$ cat src/rtl/rpn_if.sv
// rpn_if: token handshake and downstream stack bus for the RPN engine.
interface rpn_if #(parameter int BANDWIDTH = 4) ();
  logic                 tok_valid;
  logic                 tok_is_op;
  logic [BANDWIDTH-1:0] tok_data;
  logic                 tok_ready;
  logic                 stk_push;
  logic                 stk_pop;
  logic [BANDWIDTH-1:0] stk_data_in;
  logic [BANDWIDTH-1:0] stk_data_out;
  logic                 stk_full;
  logic                 stk_empty;
  modport master (
    output tok_valid, tok_is_op, tok_data, stk_data_out, stk_full, stk_empty,
    input  tok_ready, stk_push, stk_pop, stk_data_in
  );
  modport slave (
    input  tok_valid, tok_is_op, tok_data, stk_data_out, stk_full, stk_empty,
    output tok_ready, stk_push, stk_pop, stk_data_in
  );
endinterface

$ cat src/rtl/rpn_engine.sv
// rpn_engine: RPN token evaluator driving an external stack via push/pop strobes.
module rpn_engine #(
  parameter int BANDWIDTH = 4
) (
  input  logic                 clk,
  input  logic                 rstn,
  rpn_if.slave                 bus,
  input  logic                 err_clr,
  output logic [BANDWIDTH-1:0] top,
  output logic                 top_valid,
  output logic                 err_overflow,
  output logic                 err_underflow,
  output logic                 err_opcode
);
  typedef enum logic [2:0] {IDLE, PUSH, POP_B, LATCH_B, POP_A, LATCH_A, EXEC} state_t;
  state_t state, nxt;
  logic [BANDWIDTH-1:0] val, a, b, res;
  logic [2:0] op;
  logic accept, popping, ovf_ev, opc_ev, udf_ev;
  assign bus.tok_ready   = rstn && state == IDLE;
  assign accept          = bus.tok_valid && bus.tok_ready;
  assign popping         = state == POP_B || state == POP_A;
  assign ovf_ev          = accept && !bus.tok_is_op && bus.stk_full;
  assign opc_ev          = accept && bus.tok_is_op && bus.tok_data[2:1] == 2'b11;
  assign udf_ev          = popping && bus.stk_empty;
  assign bus.stk_pop     = popping && !bus.stk_empty;
  assign bus.stk_push    = state == PUSH;
  assign bus.stk_data_in = val;
  always_comb begin
    res = op == 3'd0 ? a + b :
          op == 3'd1 ? a - b :
          op == 3'd2 ? a * b :
          op == 3'd3 ? a & b :
          op == 3'd4 ? a | b : a ^ b;
  end
  always_comb begin
    nxt = state;
    unique case (state)
      IDLE:    if (accept) nxt = bus.tok_is_op ? (opc_ev ? IDLE : POP_B) : (ovf_ev ? IDLE : PUSH);
      PUSH:    nxt = IDLE;
      POP_B:   nxt = bus.stk_empty ? IDLE : LATCH_B;
      LATCH_B: nxt = POP_A;
      POP_A:   nxt = bus.stk_empty ? IDLE : LATCH_A;
      LATCH_A: nxt = EXEC;
      EXEC:    nxt = PUSH;
      default: nxt = IDLE;
    endcase
  end
  always_ff @(posedge clk or negedge rstn) begin
    if (!rstn) state <= IDLE;
    else       state <= nxt;
  end
  // An error event wins over a simultaneous clear so it is never lost.
  always_ff @(posedge clk or negedge rstn) begin
    if (!rstn) begin
      val           <= '0;
      a             <= '0;
      b             <= '0;
      op            <= '0;
      top           <= '0;
      top_valid     <= 1'b0;
      err_overflow  <= 1'b0;
      err_underflow <= 1'b0;
      err_opcode    <= 1'b0;
    end else begin
      if (accept && !bus.tok_is_op && !bus.stk_full) val <= bus.tok_data;
      if (accept && bus.tok_is_op) op <= bus.tok_data[2:0];
      if (state == LATCH_B) b <= bus.stk_data_out;
      if (state == LATCH_A) a <= bus.stk_data_out;
      if (state == EXEC) val <= res;
      if (bus.stk_push) begin
        top       <= val;
        top_valid <= 1'b1;
      end
      err_overflow  <= ovf_ev || (err_overflow && !err_clr);
      err_underflow <= udf_ev || (err_underflow && !err_clr);
      err_opcode    <= opc_ev || (err_opcode && !err_clr);
    end
  end
endmodule

$ cat src/flat_wrapper.sv
// flat-port wrapper written by rule: the top's interface ports become plain ports
module rpn_engine_flat 
#(
  parameter int BANDWIDTH = 4
)
  (clk, rstn, err_clr, top, top_valid, err_overflow, err_underflow, err_opcode, bus_tok_valid, bus_tok_is_op, bus_tok_data, bus_stk_data_out, bus_stk_full, bus_stk_empty, bus_tok_ready, bus_stk_push, bus_stk_pop, bus_stk_data_in);
  rpn_if #(.BANDWIDTH(BANDWIDTH)) bus_i ();
  input  logic clk;
  input  logic rstn;
  input  logic err_clr;
  output logic [BANDWIDTH-1:0] top;
  output logic top_valid;
  output logic err_overflow;
  output logic err_underflow;
  output logic err_opcode;
  input wire logic [$bits(bus_i.tok_valid)-1:0] bus_tok_valid;
  input wire logic [$bits(bus_i.tok_is_op)-1:0] bus_tok_is_op;
  input wire logic [$bits(bus_i.tok_data)-1:0] bus_tok_data;
  input wire logic [$bits(bus_i.stk_data_out)-1:0] bus_stk_data_out;
  input wire logic [$bits(bus_i.stk_full)-1:0] bus_stk_full;
  input wire logic [$bits(bus_i.stk_empty)-1:0] bus_stk_empty;
  output wire logic [$bits(bus_i.tok_ready)-1:0] bus_tok_ready;
  output wire logic [$bits(bus_i.stk_push)-1:0] bus_stk_push;
  output wire logic [$bits(bus_i.stk_pop)-1:0] bus_stk_pop;
  output wire logic [$bits(bus_i.stk_data_in)-1:0] bus_stk_data_in;
  assign bus_i.tok_valid = bus_tok_valid;
  assign bus_i.tok_is_op = bus_tok_is_op;
  assign bus_i.tok_data = bus_tok_data;
  assign bus_i.stk_data_out = bus_stk_data_out;
  assign bus_i.stk_full = bus_stk_full;
  assign bus_i.stk_empty = bus_stk_empty;
  assign bus_tok_ready = bus_i.tok_ready;
  assign bus_stk_push = bus_i.stk_push;
  assign bus_stk_pop = bus_i.stk_pop;
  assign bus_stk_data_in = bus_i.stk_data_in;
  rpn_engine #(.BANDWIDTH(BANDWIDTH)) u_core (.clk(clk), .rstn(rstn), .bus(bus_i), .err_clr(err_clr), .top(top), .top_valid(top_valid), .err_overflow(err_overflow), .err_underflow(err_underflow), .err_opcode(err_opcode));
endmodule
$ cat config.mk
export PLATFORM = sky130hd
export DESIGN_NAME = rpn_engine_flat
export DESIGN_NICKNAME = d
export VERILOG_FILES = /design/src/rtl/rpn_if.sv /design/src/rtl/rpn_engine.sv /design/src/flat_wrapper.sv
export SDC_FILE = /design/constraint.sdc
export NUM_CORES = 1
export LEC_CHECK = 0
export BUFFER_PORTS_ARGS = -buffer_cell sky130_fd_sc_hd__clkbuf_2
export CAP_MARGIN = 20
export CORE_ASPECT_RATIO = 1.1
export CORE_MARGIN = 8
export CORE_UTILIZATION = 45
export DETAILED_ROUTE_END_ITERATION = 12
export PLACE_DENSITY = 0.73
export SYNTH_ARGS = -nofsm -noshare
export SYNTH_HDL_FRONTEND = slang
export SYNTH_SLANG_ARGS = --single-unit
$ cat constraint.sdc
create_clock -name clk -period 5.61 [get_ports clk]
set_input_delay 0.561 -clock clk [delete_from_list [all_inputs] [get_ports clk]]
set_output_delay 0.561 -clock clk [all_outputs]
set_load 0.02 [all_outputs]
# Yosys cells after proc, flatten, opt, wreduce, memory -nomap -nowiden
# Cells that the tools add are included.
[totals]
ff_bits = 26
inputBits = 15
output_inout_bits = 15
word_cells = 65
[classes]
n_addsub = 2
mul = 1
eq_ne = 12
n_mux = 14
bitwise_logic = 3
reduce_logical = 23
[ops]
columns = ["operator", "n"]
rows = [
  ["$mux W4", 7],
  ["$pmux W3 S6", 1],
  ["$eq A3 B2 Y1 const B", 4],
  ["$eq A3 B3 Y1 const B", 4],
  ["$logic_and A1 B1 Y1", 12],
  ["$mux W3", 3],
  ["$eq A3 B1 Y1 const B", 2],
  ["$logic_not A3 Y1", 2],
  ["$add A4 B4 Y4", 1],
  ["$and A4 B4 Y4", 1],
  ["$logic_not A1 Y1", 4],
  ["$logic_or A1 B1 Y1", 4],
  ["$mul A4 B4 Y4", 1],
  ["$mux W2", 2],
  ["$or A4 B4 Y4", 1],
  ["$sub A4 B4 Y4", 1],
  ["$xor A4 B4 Y4", 1],
  ["$eq A2 B2 Y1 const B", 1],
  ["$ne A2 B1 Y1 const B", 1],
  ["$reduce_bool A2 Y1", 1],
  ["$mux W1", 1],
]

# Depth between registers and ports, before layout
# Gate-level depths: netlist of run 1.
[depth]
ltp_word = 9
depth_mapped = 10
depth_no_buf = 10

# Least setup slack after synthesis of run 1
# Ideal clock, no wire load.
[synth_path]
path_kind = "register to register"
start = "register u_core.b[1]"
end = "register u_core.val[3], in the netlist u_core.bus.stk_data_in[3]"
arrival_time_ns = 2.343
setup_slack_ns = 3.144
path_stages_with_launch = 10
n_path_buf = 0
cell_sequence = "dfrtp_1 -> ha_1 -> ha_1 -> ha_1 -> ha_1 -> xor2_1 -> xnor2_1 -> or4b_1 -> mux2i_1 -> o21ai_1"
[synth_via]
elab_chain_len = 5
[synth_lines]
columns = ["item", "line_no", "text"]
rows = [
  ["start, declared", "rpn_engine.sv:17", "logic [BANDWIDTH-1:0] val, a, b, res;"],
  ["start signal, assigned", "rpn_engine.sv:68", "if (state == LATCH_B) b <= bus.stk_data_out;"],
  ["$mul A4 B4 Y4", "rpn_engine.sv:32", "op == 3'd2 ? a * b :"],
  ["$mux W4", "rpn_engine.sv:32", ""],
  ["$mux W4", "rpn_engine.sv:31", "op == 3'd1 ? a - b :"],
  ["$mux W4 (*)", "rpn_engine.sv:30", "res = op == 3'd0 ? a + b :"],
  ["$mux W4 (*)", "rpn_engine.sv:70", "if (state == EXEC) val <= res;"],
  ["end signal, assigned", "rpn_engine.sv:66", "if (accept && !bus.tok_is_op && !bus.stk_full) val <= bus.tok_data;"],
  ["end signal, assigned", "rpn_engine.sv:70", ""],
  ["end, declared", "rpn_engine.sv:17", ""],
]
# Every way passes the cells marked *; elsewhere a longest branch is shown, timed or not.
# A chain may end at the register's enable or synchronous reset.

# Worst setup path after layout of run 1
# Same ends and word-level chain as after synthesis.

==> summary.txt, run 1 <==
Outcome
  – Status: completed

Yosys
  – YS warnings: 0
  – Post-synth EDFFs: 0
  – Sequential element share of the synthesized area: 36.78%
  – Syn_area_per_cell: 10.23 um2
  – Syn nets: 205
  – Area share of fa/ha/maj cells after synthesis: 12.87%
  – Synth Area in XOR/XNOR: 2.970%
  – Synth Area in Simple Gates: 16.05%
  – #FFs+latches synth: 26
  – Compound-cell area share of the yosys netlist: 10.82%
  – Dominant synthesized flop cell: dfrtp_1
  – Main combinational cell family by area after synthesis: simple AND/OR/NAND/NOR gates
  – Share of synthesized registers carrying an async set or reset: 100.0%
  – Mapped Area: 1769 um2
  – Post-synthesis mux area share: 15.56%
  – Number of distinct library cells after synthesis: 40
  – Cells after synthesis: 173

Power
  – Part of the power in the clock network: 9.9%
  – Final Power: 1.197 mW
  – Comb power frac: 57.1%
  – Cell Pwr Density: 597.3 nW/um2
  – Int Pwr: 0.6612 mW
  – Seq pwr share: 33.0%
  – NetSw: 0.5354 mW
  – Worst VDD drop: 0.0003237 V
  – Sw frac: 44.74%
  – Lkg Pwr: 0.9529 nW

Floorplan
  – Horiz. Die Dim: 75.79 um
  – DIE AREA: 6196 um2
  – Core Box Area: 3874 um2
  – Starting Density: 45.67%
  – Num rows: 24
  – Die height: 81.76 um
  – IO Pins: 30

Worst setup path
  – Setup crit end: u_core.bus.stk_data_in[3]
  – FF-to-FF End: u_core.bus.stk_data_in[3]
  – Crit path DAT: 2.75 ns
  – Reg2reg start: u_core.b[1]
  – CP required: 5.77 ns
  – CP startpoint: u_core.b[1]
  – R2R cell count: 9
  – Startpoint types: flip-flop
  – Setup Crit Path Kind: reg -> reg
  – CP endpoint kind: flip-flop
  – Crit path max fanout: 5
  – R2R setup slack: 3.03 ns

CTS
  – Max H-tree Level: 1
  – CTS tree: yes
  – Worst-skew pair later-pin latency: 0.27 ns
  – Clk sink count: 26
  – Bufs on Longest Clock Path: 2
  – Clock slew at reported path FFs: 0.09 ns
  – CTS resizes: 0
  – Post-CTS Setup Bufs: 0
  – Clock root buffer: clkbuf_8
  – Post-cts hold buffer count: 0
  – Cts bufs inserted: 3

Routing
  – WL per Instance: 14.18 um
  – Detailed Routing Iterations Pass 1: 4
  – Drt total wl: 3559 um
  – Routed via count: 1295
  – Initial DRC count: 67
  – Routed vias/inst: 5.159
  – DR DRC count: 0
  – Final antenna-violating net count: 0

Finish
  – Seq. cell area: 650.6 um2
  – Layout fillers: 356
  – Commonest non-fill, non-tap cells in the layout: clkbuf_2 (29), dfrtp_1 (26), mux2_2 (16)
  – Area Overhead vs Synth: 13.22%
  – Layout cells sized above 1: 29.15%
  – Final net count: 232
  – Antenna cells: 0
  – Multi-input gate area: 1031 um2
  – Most common cell after layout, fill and taps aside: clkbuf_2

Global route
  – Initial antenna violation count: 0
  – Gr ovfl total: 0
  – First-pass GRT wire length: 5899 um
  – Largest net degree at the start of global routing: 28
  – Vias in the first global route: 1262
  – Global Route Usage Sum: 12.26%

STA
  – RSZ-0062 raised after global routing: no
  – Slew margin rel.: 56.83%
  – Final hold vios: 0
  – Clock Skew: 0.004364 ns
  – Fin. max-slew vios: 0
  – Setup ws final: 3.027 ns
  – Minimum clock period: 2.583 ns
  – Worst slew pin tran: 0.6476 ns
  – Final setup TNS: 0 ns
  – Max frequency: 387.1 MHz
  – Final period util: 46.05%
  – Final setup viols: 0

Hold path
  – Hold Crit Class: in -> async

Place
  – Detailed placement HPWL: 2848 um
  – Input/output buffers: 29
  – Place WS: 3.026 ns
  – GPL Wtd Cong: 0.8547

Flow run
  – Max cap viols: 0
## cells by family after synthesis
family,Yosys count
mux,24
xor+xnor,6
fa+ha+maj,17
compound gates,28
buf+inv,22
flops,26
simple gates,50
## worst max-delay path, cell delays in order (launching register included)
cell and delay, ns:
dfrtp_1 0.45, ha_1 0.26, ha_1 0.30, ha_1 0.30, ha_1 0.21, xor2_1 0.15
xnor2_1 0.14, or4b_1 0.47, mux2i_1 0.14, o21ai_1 0.08
## power by group through the flow
stage	registers (mW)	logic, mW	clock network (mW)
3_3_place_gp	0.393	0.673	0
6_report	0.395	0.683	0.118
4_1_cts	0.395	0.693	0.122
2_1_floorplan	0.369	0.545	0
5_1_grt	0.413	0.768	0.132
3_5_place_dp	0.398	0.688	0
## layer usage
layer / wire length [um] / vias up / GRT usage (%)
met5: 0 / - / 0
met4: 15 / 0 / 2.308
met3: 207 / 2 / 3.541
met2: 1751 / 21 / 20.74
met1: 1584 / 618 / 15.09
li1: - / 654 / -
## synth_stat cells, types with 3 or more instances
library cell	n	area share, %
or2_2	3	1.1
mux2i_1	5	2.8
nor3_1	3	0.85
o21ai_0	6	1.7
a211oi_1	3	1.3
buf_2	4	1.1
ha_1	15	11
mux2_2	16	10
dfrtp_1	26	37
xnor2_1	4	2.0
nor2_1	11	2.3
o21ai_1	3	0.85
nand3b_1	3	1.3
nand2b_1	5	1.8
a21oi_1	5	1.4
clkbuf_1	3	0.64
nand2_1	13	2.8
inv_1	15	3.2
## how the worst min path moves through the flow
stage                      from                   to  slack, ns  depth (start not counted)
6_report                   rstn  u_core.err_overflow       0.30                          1
4_1_cts                    rstn     u_core.top_valid       0.33                          1
3_3_place_gp   u_core.top_valid     u_core.top_valid       0.45                          1
5_1_grt                    rstn  u_core.err_overflow       0.35                          1
2_1_floorplan              rstn          u_core.a[0]       0.27                          0
3_5_place_dp   u_core.top_valid     u_core.top_valid       0.46                          1
## flip-flops by register name, indices dropped and copies added, names as in the netlist
register	count
u_core.bus.stk_data_in	4
u_core.err_overflow	1
u_core.op	3
u_core.a	4
u_core.top	4
u_core.state	3
u_core.top_valid	1
u_core.err_opcode	1
u_core.err_underflow	1
u_core.b	4
## per-stage QoR
stage	hold slack, ns	cells	cell area [um2]	util, %
floorplan	0.2654	173	1769	-
global route	0.3519	251	2003	51.71
detailed placement	0.4607	247	1948	50.29
global placement	0.4493	247	1948	50.29
CTS	0.3276	251	2003	51.71
finish	0.3002	251	2003	51.71
## area by class of cell
class                           count  area share, %
Tap cell                           52          3.248
Sequential cell                    26          32.48
Multi-Input combinational cell    125          51.47
Inverter                           15          2.811
Timing Repair Buffer               29          7.245
Clock buffer                        4          2.748
Note: power is estimated with default switching activity, not from simulation.
==> run 2: changes to the inputs <==
PLACE_DENSITY = 0.76   (was 0.73)
clock period = 2.35 ns   (was 5.61 ns; I/O delays follow)
==> run 2 against run 1 <==
Worst hold slack worse by 0.093 ns. Register-to-register slack worse by 3.0 ns. Critical endpoint unchanged. Setup slack worse by 3.0 ns. Clock skew is 0.0012 ns higher. Utilization is 3.3 points higher. Critical path type unchanged. Wire length is 5.4% higher. Via count is 3.9% higher. Largest cell class unchanged. First-iteration DRC count is 19% lower.
==> summary.txt, run 2 (same netlist as run 1, synthesis figures left out) <==
Outcome
  – Status: completed

CTS
  – Cts bufs inserted: 3
  – Clock slew at reported path FFs: 0.09 ns
  – Bufs on Longest Clock Path: 2
  – Worst-skew pair later-pin latency: 0.27 ns
  – Clk sink count: 26
  – Max H-tree Level: 1
  – Clock root buffer: clkbuf_8
  – CTS tree: yes

STA
  – Final hold vios: 0
  – RSZ-0062 raised after global routing: yes
  – Slew margin rel.: 68.13%
  – Minimum clock period: 2.341 ns
  – Fin. max-slew vios: 0
  – Final period util: 99.60%
  – Worst slew pin tran: 0.4780 ns
  – Max frequency: 427.2 MHz
  – Clock Skew: 0.005548 ns
  – Final setup viols: 0

Finish
  – Non-Filler Cell Area, Final: 2131 um2
  – Final net count: 242
  – Antenna cells: 0
  – Layout fillers: 327
  – Commonest non-fill, non-tap cells in the layout: clkbuf_2 (29), dfrtp_1 (26), mux2_2 (16)
  – Final core utilization: 55.01%
  – Most common cell after layout, fill and taps aside: clkbuf_2
  – Layout cells sized above 1: 35.41%
  – Area Overhead vs Synth: 20.44%
  – Post-Layout Cell Count: 261

Global route
  – Global Route Usage Sum: 12.63%
  – First-pass GRT wire length: 6189 um
  – Gr ovfl total: 0
  – Largest net degree at the start of global routing: 27
  – Vias in the first global route: 1375
  – Initial antenna violation count: 0

Worst setup path
  – Startpoint types: flip-flop
  – Setup Crit Path Kind: reg -> reg
  – Worst path slowest cell: or4b_1
  – Crit path DAT: 2.50 ns
  – Worst path max stage delay: 0.47 ns
  – CP endpoint kind: flip-flop
  – Critical path cell sequence: ha_2 > ha_4 > ha_4 > ha_4 > xor2_2 > xnor2_1 > or4b_1 > mux2i_1 > o21ai_1
  – CP required: 2.51 ns
  – Crit path max fanout: 2
  – Critical path's most frequent cell: ha_4

Place
  – Detailed placement HPWL: 2906 um
  – GPL Wtd Cong: 0.8416
  – Dpl cells: 255
  – Dpl cell area: 2013 um2
  – Input/output buffers: 29

Hold path
  – Hold Crit Class: in -> reg

Routing
  – Routed vias/inst: 5.153
  – Final antenna-violating net count: 0
  – Routed via count: 1345
  – Drt total wl: 3751 um
  – DR DRC count: 0
  – Initial DRC count: 54
  – WL per Instance: 14.37 um
  – Detailed Routing Iterations Pass 1: 4

Flow run
  – Max cap viols: 0

Power
  – Lkg Pwr: 0.9940 nW
  – Cell Pwr Density: 1453 nW/um2
  – Final Power: 3.096 mW
  – Worst VDD drop: 0.0006649 V

Floorplan
  – Starting Density: 45.67%
  – DIE AREA: 6196 um2
  – Core Box Area: 3874 um2
  – Die height: 81.76 um
  – Horiz. Die Dim: 75.79 um
  – IO Pins: 30
  – Num rows: 24
-- run 2: cell types whose count changed in the layout (fill, tap and decap cells not counted), sizes merged --
cell	before	now
buf	0	9
dlygate4sd3	0	1
-- run 2: timing repair --
| item | 4_1_cts | 5_1_grt |
|---|---|---|
| hold endpoints to repair | 26 | 0 |
| hold buffers | 1 | 0 |
| gates resized for setup | 2 | 4 |
| setup buffers | 0 | 1 |
| pin swaps | 3 | 4 |
| setup endpoints to repair | 1 | 1 |
-- run 2: critical path, delay by kind of cell (launching register included) --
kind            cells  cell delay, ns
compound gates      1            0.08
fa+ha+maj           4            0.85
xor+xnor            2            0.30
flops               1            0.39
mux                 1            0.15
simple gates        1            0.47
-- run 2: metal layers --
layer	track usage [%]	up-vias	wire (um)
li1	-	678	-
met1	16.11	637	1657
met2	20.99	28	1891
met3	3.053	2	186
met4	2.692	0	15
met5	0	-	0
-- run 2: final timing paths --
check / start / to / slack, ns / cells after the start
worst min register to register: u_core.top_valid / u_core.top_valid / 0.47 / 1
worst max-delay path: u_core.a[1] / u_core.bus.stk_data_in[3] / 0.009 / 9
worst max register to register: u_core.a[1] / u_core.bus.stk_data_in[3] / 0.009 / 9
worst min-delay path: bus_tok_data[0] / u_core.op[0] / 0.21 / 2
min in group asynchronous: rstn / u_core.err_overflow / 0.51 / 3
max in group asynchronous: rstn / u_core.a[0] / 1.59 / 3
-- run 2: area by class of cell --
cell class	instances	area (um2)	share of cell area (%)
sequential	26	650.6	30.53
inverter	15	56.30	2.642
timing repair buffer	39	222.7	10.45
tap	52	65.06	3.053
clock buffer	4	55.05	2.584
multi-input combinational	125	1081	50.73
-- run 2: stage by stage --
stage | setup WS [ns] | TNS (ns) | hold slack [ns]
floorplan | 0.01011 | 0 | -0.06059
global placement | 0.02025 | 0 | 0.2729
detailed placement | -0.01815 | -0.01815 | 0.2814
CTS | 0.004369 | 0 | 0.2060
global route | -0.08913 | -0.08913 | 0.2070
finish | 0.009416 | 0 | 0.2074
-- run 2: where the power goes --
group / internal (mW) / leakage (nW) / switching, mW
combinational: 0.943 / 0.661 / 0.949
clock: 0.150 / 0.0288 / 0.137
sequential: 0.640 / 0.304 / 0.276
total: 1.73 / 0.994 / 1.36
==> run 3: changes to the inputs <==
PLACE_DENSITY = 0.73   (was 0.76)
REMOVE_ABC_BUFFERS = 1   (was not set)
clock period = 2.75 ns   (was 2.35 ns; I/O delays follow)
==> run 3 against run 2 <==
Setup slack better by 0.15 ns. Combinational power is 26% lower. Cell count fell by 3.4%. Clock skew down 0.0035 ns. Clock power down 17%. Critical path type unchanged. Largest cell class unchanged.
==> summary.txt, run 3 (same netlist as run 1, synthesis figures left out) <==
Global route
  – Gr ovfl total: 0
  – Vias in the first global route: 1292
  – Largest net degree at the start of global routing: 27
  – Global Route Usage Sum: 11.95%
  – First-pass GRT wire length: 5892 um
  – Initial antenna violation count: 0

Place
  – Detailed placement HPWL: 2870 um
  – GPL Wtd Cong: 0.8552
  – Input/output buffers: 29

Floorplan
  – IO Pins: 30
  – Horiz. Die Dim: 75.79 um
  – Core Box Area: 3874 um2
  – Starting Density: 45.67%
  – Die height: 81.76 um
  – DIE AREA: 6196 um2
  – Num rows: 24

Worst setup path
  – Setup Crit Path Kind: reg -> reg
  – Worst path max stage delay: 0.47 ns
  – Critical path cell sequence: ha_1 > ha_1 > ha_1 > ha_1 > xor2_1 > xnor2_1 > or4b_1 > mux2i_1 > o21ai_1
  – R2R cell count: 9
  – Crit path max fanout: 5
  – Worst path slowest cell: or4b_1
  – CP endpoint kind: flip-flop
  – Critical path's most frequent cell: ha_1
  – R2R setup slack: 0.16 ns
  – Startpoint types: flip-flop
  – Crit path DAT: 2.75 ns
  – CP required: 2.91 ns

STA
  – Clock Skew: 0.002016 ns
  – Fin. max-slew vios: 0
  – Final period util: 94.31%
  – Slew margin rel.: 68.52%
  – Worst slew pin tran: 0.4701 ns
  – Minimum clock period: 2.594 ns
  – Final hold vios: 0
  – Final setup viols: 0
  – RSZ-0062 raised after global routing: no
  – Max frequency: 385.6 MHz
  – Final setup TNS: 0 ns

CTS
  – Bufs on Longest Clock Path: 2
  – CTS tree: yes
  – Post-cts hold buffer count: 0
  – Clk sink count: 26
  – Cts bufs inserted: 3
  – Post-CTS Setup Bufs: 0
  – Worst-skew pair later-pin latency: 0.26 ns
  – Clock slew at reported path FFs: 0.08 ns
  – Clock root buffer: clkbuf_8
  – Max H-tree Level: 1
  – CTS resizes: 0

Routing
  – Initial DRC count: 54
  – Routed via count: 1339
  – Detailed Routing Iterations Pass 1: 4
  – DR DRC count: 0
  – WL per Instance: 14.02 um
  – Final antenna-violating net count: 0
  – Routed vias/inst: 5.313
  – Drt total wl: 3533 um

Finish
  – Commonest non-fill, non-tap cells in the layout: clkbuf_2 (29), dfrtp_1 (26), mux2_2 (16)
  – Final core utilization: 51.91%
  – Final net count: 233
  – Layout fillers: 355
  – Most common cell after layout, fill and taps aside: clkbuf_2
  – Area Overhead vs Synth: 13.65%
  – Antenna cells: 0
  – Layout cells sized above 1: 29.50%

Power
  – Final Power: 2.440 mW
  – Lkg Pwr: 0.9577 nW
  – Cell Pwr Density: 1214 nW/um2
  – Worst VDD drop: 0.0005689 V

Outcome
  – Status: completed

Hold path
  – Hold Crit Class: in -> async

Flow run
  – Max cap viols: 0
run 3: stage by stage:
stage | setup slack [ns] | area (um2) | hold WS (ns) | std cells
2_1_floorplan | 0.2842 | 1738 | -0.02059 | 166
5_1_grt | 0.01179 | 2011 | 0.03094 | 252
3_5_place_dp | 0.1576 | 1956 | 0.3158 | 248
6_report | 0.1564 | 2011 | 0.01548 | 252
3_3_place_gp | 0.2227 | 1956 | 0.3146 | 248
4_1_cts | 0.1362 | 2011 | 0.02370 | 252
run 3: metal layers:
layer / GRT usage, % / vias up / share of wire, %
li1: - / 660 / -
met1: 15.14 / 651 / 45
met2: 20.65 / 26 / 50
met3: 2.442 / 2 / 4.5
met4: 1.731 / 0 / 0.23
met5: 0 / - / 0
run 3: report_power, final:
group	switching, mW	leakage (nW)	internal, mW
sequential	0.252	0.304	0.548
combinational	0.728	0.625	0.676
clock	0.109	0.0288	0.128
total	1.09	0.958	1.35
run 3: final cells by class:
cell class / instances / area, um2 / area share [%]
multi-input combinational: 125 / 1031 / 51.28
timing repair buffer: 30 / 152.6 / 7.592
tap: 52 / 65.06 / 3.236
clock buffer: 4 / 55.05 / 2.738
inverter: 15 / 56.30 / 2.800
sequential: 26 / 650.6 / 32.36
run 3: critical path: cells and delay by family, from the launching register on:
kind	cells	cell delay, ns
fa+ha+maj	4	1.08
simple gates	1	0.47
flops	1	0.44
xor+xnor	2	0.28
mux	1	0.14
compound gates	1	0.08
run 3: path summary, 6_finish.rpt:
kind | from | to
worst max-delay path | u_core.b[1] | u_core.bus.stk_data_in[3]
worst min-delay path | rstn | u_core.err_opcode
worst max register to register | u_core.b[1] | u_core.bus.stk_data_in[3]
worst min register to register | u_core.top_valid | u_core.top_valid
max in group asynchronous | rstn | u_core.b[2]
min in group clk | bus_stk_data_out[2] | u_core.a[2]
